$ cat src/rtl/count_cmp_pkg.sv
// Shared definitions for the count compare/capture block: register word
// indices, CTRL/STATUS bit positions and small helpers.
package count_cmp_pkg;

  typedef enum logic [2:0] {
    ADDR_CTRL      = 3'd0,
    ADDR_CMP0      = 3'd1,
    ADDR_CMP1      = 3'd2,
    ADDR_STATUS    = 3'd3,
    ADDR_FIFO_DATA = 3'd4,
    ADDR_LEVEL     = 3'd5
  } reg_addr_e;

  localparam int CTRL_CMP0_EN    = 0;
  localparam int CTRL_CMP1_EN    = 1;
  localparam int CTRL_CAP_EN     = 2;
  localparam int CTRL_IRQ_EN_LSB = 4;

  localparam int STATUS_M0  = 0;
  localparam int STATUS_M1  = 1;
  localparam int STATUS_OVF = 2;

  // A FIFO entry carries the {m1,m0} tag above the captured count.
  function automatic int entry_width(input int bits);
    return bits + 2;
  endfunction

  function automatic logic [31:0] byte_merge(input logic [31:0] old_word,
                                             input logic [31:0] new_word,
                                             input logic [3:0]  sel);
    logic [31:0] merged;
    merged = old_word;
    for (int b = 0; b < 4; b++) begin
      if (sel[b]) merged[b*8 +: 8] = new_word[b*8 +: 8];
    end
    return merged;
  endfunction

endpackage

$ cat src/rtl/count_cmp_capture_fifo.sv
// First-word fall-through capture FIFO; a push into a full FIFO is only
// accepted when a pop frees a slot in the same cycle.
module capture_fifo #(
  parameter int WIDTH = 32,
  parameter int DEPTH = 4
) (
  input  logic                     clk,
  input  logic                     rst_n,
  input  logic                     push,
  input  logic                     pop,
  input  logic [WIDTH-1:0]         wdata,
  output logic                     full,
  output logic                     empty,
  output logic [$clog2(DEPTH):0]   level,
  output logic [WIDTH-1:0]         rdata
);

  localparam int AW = $clog2(DEPTH);
  localparam int LW = AW + 1;

  logic [WIDTH-1:0] mem [DEPTH];
  logic [AW-1:0]    wr_ptr;
  logic [AW-1:0]    rd_ptr;
  logic [LW-1:0]    occupancy;
  logic             do_push;
  logic             do_pop;

  assign empty   = (occupancy == '0);
  assign full    = (occupancy == LW'(DEPTH));
  assign do_pop  = pop & ~empty;
  assign do_push = push & (~full | do_pop);
  assign level   = occupancy;
  // Reading an empty FIFO returns zero rather than stale storage.
  assign rdata   = empty ? '0 : mem[rd_ptr];

  always_ff @(posedge clk or negedge rst_n) begin
    if (!rst_n) begin
      wr_ptr    <= '0;
      rd_ptr    <= '0;
      occupancy <= '0;
    end else begin
      if (do_push) wr_ptr <= wr_ptr + AW'(1);
      if (do_pop)  rd_ptr <= rd_ptr + AW'(1);
      case ({do_push, do_pop})
        2'b10:   occupancy <= occupancy + LW'(1);
        2'b01:   occupancy <= occupancy - LW'(1);
        default: ;
      endcase
    end
  end

  always_ff @(posedge clk) begin
    if (do_push) mem[wr_ptr] <= wdata;
  end

endmodule

$ cat src/rtl/count_cmp_capture.sv
// Compares the live counter against two programmable values, timestamps
// match events into a capture FIFO and raises level interrupts.
module count_cmp_capture
  import count_cmp_pkg::*;
#(
  parameter int BITS       = 30,
  parameter int FIFO_DEPTH = 4
) (
  input  logic            wb_clk_i,
  input  logic            wb_rst_i,
  input  logic            wbs_stb_i,
  input  logic            wbs_cyc_i,
  input  logic            wbs_we_i,
  input  logic [3:0]      wbs_sel_i,
  input  logic [31:0]     wbs_dat_i,
  input  logic [31:0]     wbs_adr_i,
  output logic            wbs_ack_o,
  output logic [31:0]     wbs_dat_o,
  input  logic [BITS-1:0] count,
  output logic [2:0]      user_irq
);

  localparam int EW = entry_width(BITS);
  localparam int LW = $clog2(FIFO_DEPTH) + 1;

  logic [2:0]      en;
  logic [2:0]      irq_en;
  logic [BITS-1:0] cmp0;
  logic [BITS-1:0] cmp1;
  logic            m0, m1, ovf;
  logic            prev_hit0, prev_hit1;

  logic            valid, access, wr, rd;
  logic [2:0]      addr;
  logic            hit0, hit1, ev0, ev1;
  logic            fifo_push, fifo_pop, fifo_full, fifo_empty, ovf_set;
  logic [LW-1:0]   fifo_level;
  logic [EW-1:0]   fifo_rdata;
  logic [2:0]      status_clr;
  logic [31:0]     rd_word, cmp0_word, cmp1_word;
  logic            unused_ok;

  assign valid  = wbs_cyc_i & wbs_stb_i;
  assign access = valid & ~wbs_ack_o;
  assign wr     = access & wbs_we_i;
  assign rd     = access & ~wbs_we_i;
  assign addr   = wbs_adr_i[4:2];

  // Events are rising edges of the hit condition, so a stalled count fires once.
  assign hit0 = en[CTRL_CMP0_EN] & (count == cmp0);
  assign hit1 = en[CTRL_CMP1_EN] & (count == cmp1);
  assign ev0  = hit0 & ~prev_hit0;
  assign ev1  = hit1 & ~prev_hit1;

  assign fifo_push = en[CTRL_CAP_EN] & (ev0 | ev1);
  assign fifo_pop  = rd & (addr == ADDR_FIFO_DATA);
  assign ovf_set   = fifo_push & fifo_full & ~fifo_pop;

  assign status_clr = (wr && addr == ADDR_STATUS && wbs_sel_i[0]) ? wbs_dat_i[2:0] : 3'b000;
  assign cmp0_word  = byte_merge(32'(cmp0), wbs_dat_i, wbs_sel_i);
  assign cmp1_word  = byte_merge(32'(cmp1), wbs_dat_i, wbs_sel_i);

  assign user_irq = {(~fifo_empty | ovf) & irq_en[2], m1 & irq_en[1], m0 & irq_en[0]};

  assign unused_ok = &{1'b0, wbs_adr_i[31:5], wbs_adr_i[1:0],
                       cmp0_word[31:BITS], cmp1_word[31:BITS]};

  capture_fifo #(
    .WIDTH (EW),
    .DEPTH (FIFO_DEPTH)
  ) u_fifo (
    .clk   (wb_clk_i),
    .rst_n (wb_rst_i),
    .push  (fifo_push),
    .pop   (fifo_pop),
    .wdata ({ev1, ev0, count}),
    .full  (fifo_full),
    .empty (fifo_empty),
    .level (fifo_level),
    .rdata (fifo_rdata)
  );

  always_comb begin
    rd_word = '0;
    case (addr)
      ADDR_CTRL: begin
        rd_word[CTRL_CAP_EN:CTRL_CMP0_EN] = en;
        rd_word[CTRL_IRQ_EN_LSB +: 3]     = irq_en;
      end
      ADDR_CMP0:   rd_word = 32'(cmp0);
      ADDR_CMP1:   rd_word = 32'(cmp1);
      ADDR_STATUS: begin
        rd_word[STATUS_M0]  = m0;
        rd_word[STATUS_M1]  = m1;
        rd_word[STATUS_OVF] = ovf;
      end
      ADDR_FIFO_DATA: begin
        rd_word[31:30]     = fifo_rdata[EW-1 -: 2];
        rd_word[BITS-1:0]  = fifo_rdata[BITS-1:0];
      end
      ADDR_LEVEL:  rd_word[LW-1:0] = fifo_level;
      default:     ;
    endcase
  end

  // Sticky status: a hardware set in the same cycle as a W1C keeps the bit.
  always_ff @(posedge wb_clk_i or negedge wb_rst_i) begin
    if (!wb_rst_i) begin
      wbs_ack_o <= 1'b0;
      wbs_dat_o <= '0;
      en        <= '0;
      irq_en    <= '0;
      cmp0      <= '0;
      cmp1      <= '0;
      m0        <= 1'b0;
      m1        <= 1'b0;
      ovf       <= 1'b0;
      prev_hit0 <= 1'b0;
      prev_hit1 <= 1'b0;
    end else begin
      wbs_ack_o <= access;
      wbs_dat_o <= rd ? rd_word : '0;
      prev_hit0 <= hit0;
      prev_hit1 <= hit1;
      if (wr) begin
        case (addr)
          ADDR_CTRL: begin
            if (wbs_sel_i[0]) begin
              en     <= wbs_dat_i[CTRL_CAP_EN:CTRL_CMP0_EN];
              irq_en <= wbs_dat_i[CTRL_IRQ_EN_LSB +: 3];
            end
          end
          ADDR_CMP0: cmp0 <= cmp0_word[BITS-1:0];
          ADDR_CMP1: cmp1 <= cmp1_word[BITS-1:0];
          default:   ;
        endcase
      end
      m0  <= ev0 | (m0 & ~status_clr[STATUS_M0]);
      m1  <= ev1 | (m1 & ~status_clr[STATUS_M1]);
      ovf <= ovf_set | (ovf & ~status_clr[STATUS_OVF]);
    end
  end

endmodule

$ cat config.mk
export PLATFORM = sky130hd
export DESIGN_NAME = count_cmp_capture
export DESIGN_NICKNAME = d
export VERILOG_FILES = /design/src/rtl/count_cmp_pkg.sv /design/src/rtl/count_cmp_capture_fifo.sv /design/src/rtl/count_cmp_capture.sv
export SDC_FILE = /design/constraint.sdc
export NUM_CORES = 1
export LEC_CHECK = 0
export ABC_AREA = 1
export CORE_MARGIN = 5
export CORE_UTILIZATION = 25
export DETAILED_ROUTE_END_ITERATION = 10
export SYNTH_ARGS = -nofsm -noshare
export SYNTH_HDL_FRONTEND = slang
export SYNTH_SLANG_ARGS = --single-unit
$ cat constraint.sdc
create_clock -name wb_clk_i -period 3.9 [get_ports wb_clk_i]
set_clock_uncertainty 0.1 [all_clocks]
set_input_delay 0.39 -clock wb_clk_i [delete_from_list [all_inputs] [get_ports wb_clk_i]]
set_output_delay 0.39 -clock wb_clk_i [all_outputs]
set_load 0.1 [all_outputs]
# After elaboration in Yosys (flattened, before gate mapping)
# Memories as Yosys holds them, arrays and structs flattened.
# Cells that the tools add are included.
[totals]
register_bits = 111
latchBits = 0
ram_bits = 128
mem_bits_ro = 0
input_bits = 103
out_inout_bits = 36
wordCells = 95
n_memories = 1
[memory_table]
columns = ["memory", "depth", "width", "read_ports", "rd_clocked_by_memory_dff", "wr", "line", "text"]
rows = [
  ["u_fifo.mem", 4, 32, 1, 0, 1, "count_cmp_capture_fifo.sv:21", "logic [WIDTH-1:0] mem [DEPTH];"],
]
[classes]
addsub = 4
multipliers = 0
n_div = 0
order_cmp = 0
n_eq_ne = 10
shifts = 0
muxes = 10
bitwise = 36
n_reduce_logical = 14
[op_table]
columns = ["operator", "n"]
rows = [
  ["$pmux W25 S3", 1],
  ["$mux W32", 2],
  ["$eq A30 B30 Y1", 2],
  ["$reduce_and A3 Y1", 9],
  ["$and A1 B1 Y1", 20],
  ["$pmux W3 S6", 1],
  ["$pmux W3 S4", 1],
  ["$not A1 Y1", 10],
  ["$eq A3 B3 Y1 const B", 3],
  ["$eq A3 B2 Y1 const B", 2],
  ["$logic_not A3 Y1", 2],
  ["$or A1 B1 Y1", 6],
  ["$pmux W3 S2", 1],
  ["$add A2 B1 Y2 const B", 2],
  ["$add A3 B1 Y3 const B", 1],
  ["$eq A3 B1 Y1 const B", 1],
  ["$mux W3", 1],
  ["$pmux W1 S3", 1],
  ["$sub A3 B1 Y3 const B", 1],
  ["$eq A2 B1 Y1 const B", 1],
  ["$eq A2 B2 Y1 const B", 1],
  ["$logic_and A1 B1 Y1", 2],
  ["$mux W1", 2],
  ["$reduce_bool A2 Y1", 1],
]

# Logic depth before layout (Yosys ltp)
[depth]
depth_word = 9
mapped_depth = 19
depth_no_buf = 19

# By module
# From an unflattened synthesis, not the netlist that was laid out.
[unflattened]
hier_cells = 1209
hier_area_um2 = 10949.3
[modules_own_cells]
columns = ["mod", "instances", "cells_each", "area_per_inst_um2", "seq_area_each_um2"]
rows = [
  ["count_cmp_capture", 1, 776, 5534.1, 2602.5],
  ["capture_fifo", 1, 433, 5415.2, 4018.9],
]

# Worst setup path before layout
# No wires, ideal clock.
[synth_timing]
path_kind = "register to register"
startpoint = "register wbs_ack_o"
endpoint = "memory u_fifo.mem[0][0] (enable)"
arrival_time_ns = 3.080
required_time_ns = 3.379
setup_slack_ns = 0.299
stages_incl_launch_ff = 8
n_path_buf = 0
synth_period_minus_slack_ns = 3.601
cell_sequence = "dfrtp_1 -> nor3_2 -> inv_2 -> nor2_1 -> inv_2 -> o211ai_2 -> nand3_2 -> nor2_1"
[synth_via]
elab_chain_len = 9
[synth_rtl]
columns = ["element", "line", "text"]
rows = [
  ["start, declared", "count_cmp_capture.sv:17", "output logic wbs_ack_o,"],
  ["start signal, assigned", "count_cmp_capture.sv:121", "wbs_ack_o <= access;"],
  ["$not A1 Y1", "count_cmp_capture.sv:44", "assign access = valid & ~wbs_ack_o;"],
  ["$and A1 B1 Y1", "count_cmp_capture.sv:44", ""],
  ["net access", "count_cmp_capture.sv:33", "logic valid, access, wr, rd;"],
  ["$and A1 B1 Y1", "count_cmp_capture.sv:46", "assign rd = access & ~wbs_we_i;"],
  ["$and A1 B1 Y1", "count_cmp_capture.sv:56", "assign fifo_pop = rd & (addr == ADDR_FIFO_DATA);"],
  ["$and A1 B1 Y1", "count_cmp_capture_fifo.sv:30", "assign do_pop = pop & ~empty;"],
  ["$or A1 B1 Y1", "count_cmp_capture_fifo.sv:31", "assign do_push = push & (~full | do_pop);"],
  ["$and A1 B1 Y1", "count_cmp_capture_fifo.sv:31", ""],
  ["$mux W1", "count_cmp_capture_fifo.sv:53", "if (do_push) mem[wr_ptr] <= wdata;"],
  ["$mux W1 (not written as such)", "count_cmp_capture_fifo.sv:53", ""],
  ["end, declared", "count_cmp_capture_fifo.sv:21", ""],
]
# The timed path passes the listed nets, and every way through them passes these cells.

# Final worst setup path
[layout_timing]
startpoint = "register u_fifo.occupancy[0], in the netlist u_fifo.level[0]"
endpoint = "output user_irq[2]"
[layout_via]
elab_chain_len = 4
[layout_rtl]
columns = ["element", "line", "text"]
rows = [
  ["start, declared", "count_cmp_capture_fifo.sv:24", "logic [LW-1:0] occupancy;"],
  ["start signal, assigned", "count_cmp_capture_fifo.sv:45", "2'b10: occupancy <= occupancy + LW'(1);"],
  ["start signal, assigned", "count_cmp_capture_fifo.sv:46", "2'b01: occupancy <= occupancy - LW'(1);"],
  ["$logic_not A3 Y1", "count_cmp_capture_fifo.sv:28", "assign empty = (occupancy == '0);"],
  ["$not A1 Y1", "count_cmp_capture.sv:63", "assign user_irq = {(~fifo_empty | ovf) & irq_en[2], m1 & irq_en[1], m0 & irq_en[0]};"],
  ["$or A1 B1 Y1", "count_cmp_capture.sv:63", ""],
  ["$and A1 B1 Y1", "count_cmp_capture.sv:63", ""],
  ["end, declared", "count_cmp_capture.sv:20", "output logic [2:0] user_irq"],
]
# Every way passes these cells.

==> summary by stage <==
Timing
Once routing completed, OpenROAD measured the worst setup slack at between 0.8 and 0.9 ns. Measured against its own limit, the worst slew margin works out to 0.309. The post-route clock period utilization is 0.783. Setup repair after global routing left no endpoint under its margin. The count of final max-slew check failures came to 0. The maximum clock frequency is ~330 MHz. The slew of the pin with the lowest slew margin is 1.03 ns. Setup violations remaining at the end of the flow were counted as 0.

The time the worst path needs with I/O delays and setup is roughly 3 ns. The post-route setup TNS is 0 ns. The number of endpoints with negative hold slack in the final report is 0.

Power and ir drop
Dividing total power by cell area gives a power density of between 400 and 500 nW/µm². The worst-case IR drop observed on VDD is roughly 0.35 mV. For this design the static power due to leakage is about 5.3 nW. Overall power consumption after layout is estimated at between 5 and 6 mW.

Die
The core outline area is ~42,000 µm². Measured along the x axis, the die boundary spans between 200 and 250 µm. The area of the die is roughly 46,000 µm². The height of the chip is roughly 210 µm.

In this run the core area contains 75 standard-cell rows. The starting density of the core is 0.251. The I/O pin total is 139.

Clock tree
The clock latency at the later pin of the worst-skew pair is roughly 0.52 ns. The count of buffers added by post-CTS timing repair for setup is 0. The number of clock buffers inserted by TritonCTS is 24. TritonCTS built the clock tree. Clock-pin slew was measured on the worst setup and hold paths at around 0.060 ns.

Post-CTS repair changed the size of 0 cells. The number of buffers on the longest clock path is 3. In this run the clock root is driven by a clkbuf_16. The number of clock sinks is about 240. CTS built an H-tree with a depth of 1.

Cells and area
Of the cells placed in the final design, the portion with a size suffix greater than 1 is 0.0629. The commonest non-fill, non-tap cell in the layout is nand2_1. Compared with the post-synthesis result, the final layout area differs by 24.5%. The multi-input combinational cells in the finished layout cover a total of approximately 3200 µm². The total area of sequential cells is between 6000 and 7000 µm².

In the layout the commonest cells are nand2_1 (239), inv_1 (139), edfxtp_1 (128), o21ai_0 (123), nor2_1 (121). The final core utilization is 0.313. The filler cell count in the final layout is about 4,200.

The number of nets in the finished design is 1,299. The antenna diode count is 0.

Place
Once detailed placement completed, the half-perimeter wirelength came to 22,500 µm. The count of buffers added on input and output ports is 107. The worst setup slack after placement is 0.641 ns.

At the end of routability-driven placement, the weighted congestion stood at approximately 0.89.

Run status
The flow ran to the end, and the final reports show no timing, DRC or antenna violations.

Critical path
The most numerous cell type found on the critical path is inv_1. The highest fanout seen on the critical path is 5. Among all stages on the critical path, the largest delay is contributed by clkdlybuf4s50_1. The largest incremental delay on the critical path is 0.97 ns. The worst endpoint data arrival time is approximately 2.6 ns. The worst setup slack for register-to-register paths is around 1.2 ns.

The capturing point of the worst reg2reg path is u_fifo.mem[1][9]$_DFFE_PP_. The worst setup path is launched from a flop. The worst setup path is of the flop to output port kind. The worst register-to-register path has a depth of 10. In this run the critical register-to-register path is launched from cmp1[26]$_DFFE_PN0P_. Walking the worst path, the cells encountered are nor2_1 -> inv_1 -> o31ai_1 -> inv_1 -> clkdlybuf4s50_1.

STA puts the critical path data required time at around 3.4 ns. The nature of the critical path endpoint is an output port.

Drt
The detail route stage leaves a number of antenna-violating nets equal to 0. The number of remaining DRC errors is 0. The total wire length is ~32,000 µm. The routed layout has a little under 8,000 vias. The per-cell routed wire length is between 15 and 20 µm. The ratio of routed vias to standard cells is ~4.5. In this run, the number of DRC markers left after iteration 0 of detailed routing was 625. Before antenna repair, the detailed router went through 5 iterations.

Synthesis
The post-synthesis register bit count is between 200 and 250. The proportion of synthesized chip area in sequential cells is 0.632. The warning count from the yosys run is 0. The netlist area before placement is about 10,000 µm².

Synthesis produced a netlist whose cell count is 1,079. The count of distinct cell types in the synthesized netlist is 39. The share of synthesized area in the top cell type comes to 0.367. The largest total area in the synthesized netlist belongs to edfxtp_1. The post-synthesis area per instance is just under 10 µm². When the netlist entered floorplanning its net count stood at approximately 1,200.

By area the synthesized netlist is led by edfxtp_1 (37%), dfrtp_1 (26%), nand2_1 (8.6%).

Global routing
The via count of the first global-routing pass is just over 8,000. The global-route wire length before repair is between 40,000 and 50,000 µm. For this run the aggregate overflow at the end of global routing stands at 0. The total track usage is 0.137. The number of antenna violations at the first check in global routing is 0. The maximum number of pins on one net before global-route repair is 57.

Hold path
The worst hold path terminates at wbs_ack_o$_DFF_PN0_. The worst hold path stage count is 3. The path category of the worst min-delay check is primary input to flop. In this run the most critical hold path is launched from wbs_cyc_i.

Run
Max-cap violations in this run came to 0.
==> worst max-delay path by stage <==
| stage | start | endpoint | slack (ns) | cells after the start |
|---|---|---|---|---|
| CTS | u_fifo.level[0]$_DFFE_PN0P_ | user_irq[2] | 0.83 | 5 |
| floorplan | wbs_ack_o$_DFF_PN0_ | u_fifo.mem[0][0]$_DFFE_PP_ | 0.30 | 7 |
| global placement | count[26] | u_fifo.level[2]$_DFFE_PN0P_ | 0.59 | 16 |
| finish | u_fifo.level[0]$_DFFE_PN0P_ | user_irq[2] | 0.85 | 5 |
| global route | u_fifo.level[0]$_DFFE_PN0P_ | user_irq[2] | 0.66 | 5 |
| detailed placement | count[26] | u_fifo.level[2]$_DFFE_PN0P_ | 0.64 | 16 |
==> final cells by class <==
class / instances / share of cell area
Clock buffer: 36 / 0.0534
Clock inverter: 8 / 0.00479
Inverter: 150 / 0.0433
Multi-Input combinational cell: 653 / 0.242
Sequential cell: 239 / 0.507
Tap cell: 539 / 0.0517
Timing Repair Buffer: 123 / 0.0970
==> critical path, delay by kind of cell (launching register included) <==
family                 cells  cell delay, ns
and+or+nand+nor            1            0.20
buffers and inverters      3            1.12
AOI/OAI and AO/OA          1            0.29
DFF                        1            0.44
==> power by group <==
group	total, mW	leakage, nW	switching, mW	internal (mW)
combinational	0.524	2.24	0.324	0.200
clock	2.24	0.376	0.938	1.30
sequential	2.84	2.67	0.0936	2.75
==> per-stage QoR <==
step	cell area [µm²]	std cells	hold slack [ns]
2_1_floorplan	10500	1079	-0.00559
3_3_place_gp	12300	1703	0.376
6_report	13100	1748	0.302
4_1_cts	13100	1748	0.291
5_1_grt	13100	1748	0.314
3_5_place_dp	12300	1703	0.354
==> registers in the layout, summed over array words and instances, names as in the netlist, 2 cells and up <==
name / flops
cmp1: 30
u_fifo.mem: 128
cmp0: 30
wbs_dat_o: 32
en: 3
irq_en: 3
u_fifo.wr_ptr: 2
u_fifo.rd_ptr: 2
u_fifo.level: 3
==> cell usage after synthesis, drive strengths merged <==
cell / number
o21ai: 132
clkbuf: 31
xnor2: 17
a31oi: 2
nand3: 16
clkinv: 1
dfrtp: 111
a41oi: 4
o22ai: 41
a221oi: 7
o211ai: 2
nand2: 241
fa: 1
o31ai: 1
a22oi: 5
nor2: 128
nor3: 5
xor2: 5
edfxtp: 128
nand4: 8
buf: 6
a221o: 2
a21oi: 30
inv: 149
ha: 4
a21boi: 2
==> timing repair <==
| item | CTS | global route |
|---|---|---|
| hold buffers | 1 | 0 |
| endpoints found under the hold margin | 55 | 0 |
| setup endpoints to repair | 0 | 0 |
==> layer usage <==
metal  global-route usage  wire, µm  vias to the layer above
met4               0.0378       825                        0
met5                    0         0                        -
met3               0.0208      1850                       56
li1                     -         -                     3787
met1                0.186     14400                     3845
met2                0.230     15100                      247
==> cells by family (layout without fill, tap and decap cells) <==
logic type,count (synthesis),in the layout,share of synthesized area
flip-flops,239,239,0.632
buffers and inverters,187,317,0.0675
AO/OA/AOI/OAI,228,228,0.122
XOR/XNOR,22,22,0.0184
AND/OR/NAND/NOR,398,398,0.154
adder cells (fa/ha/maj),5,5,0.00668
No activity file was read; power rests on OpenSTA's default activity.
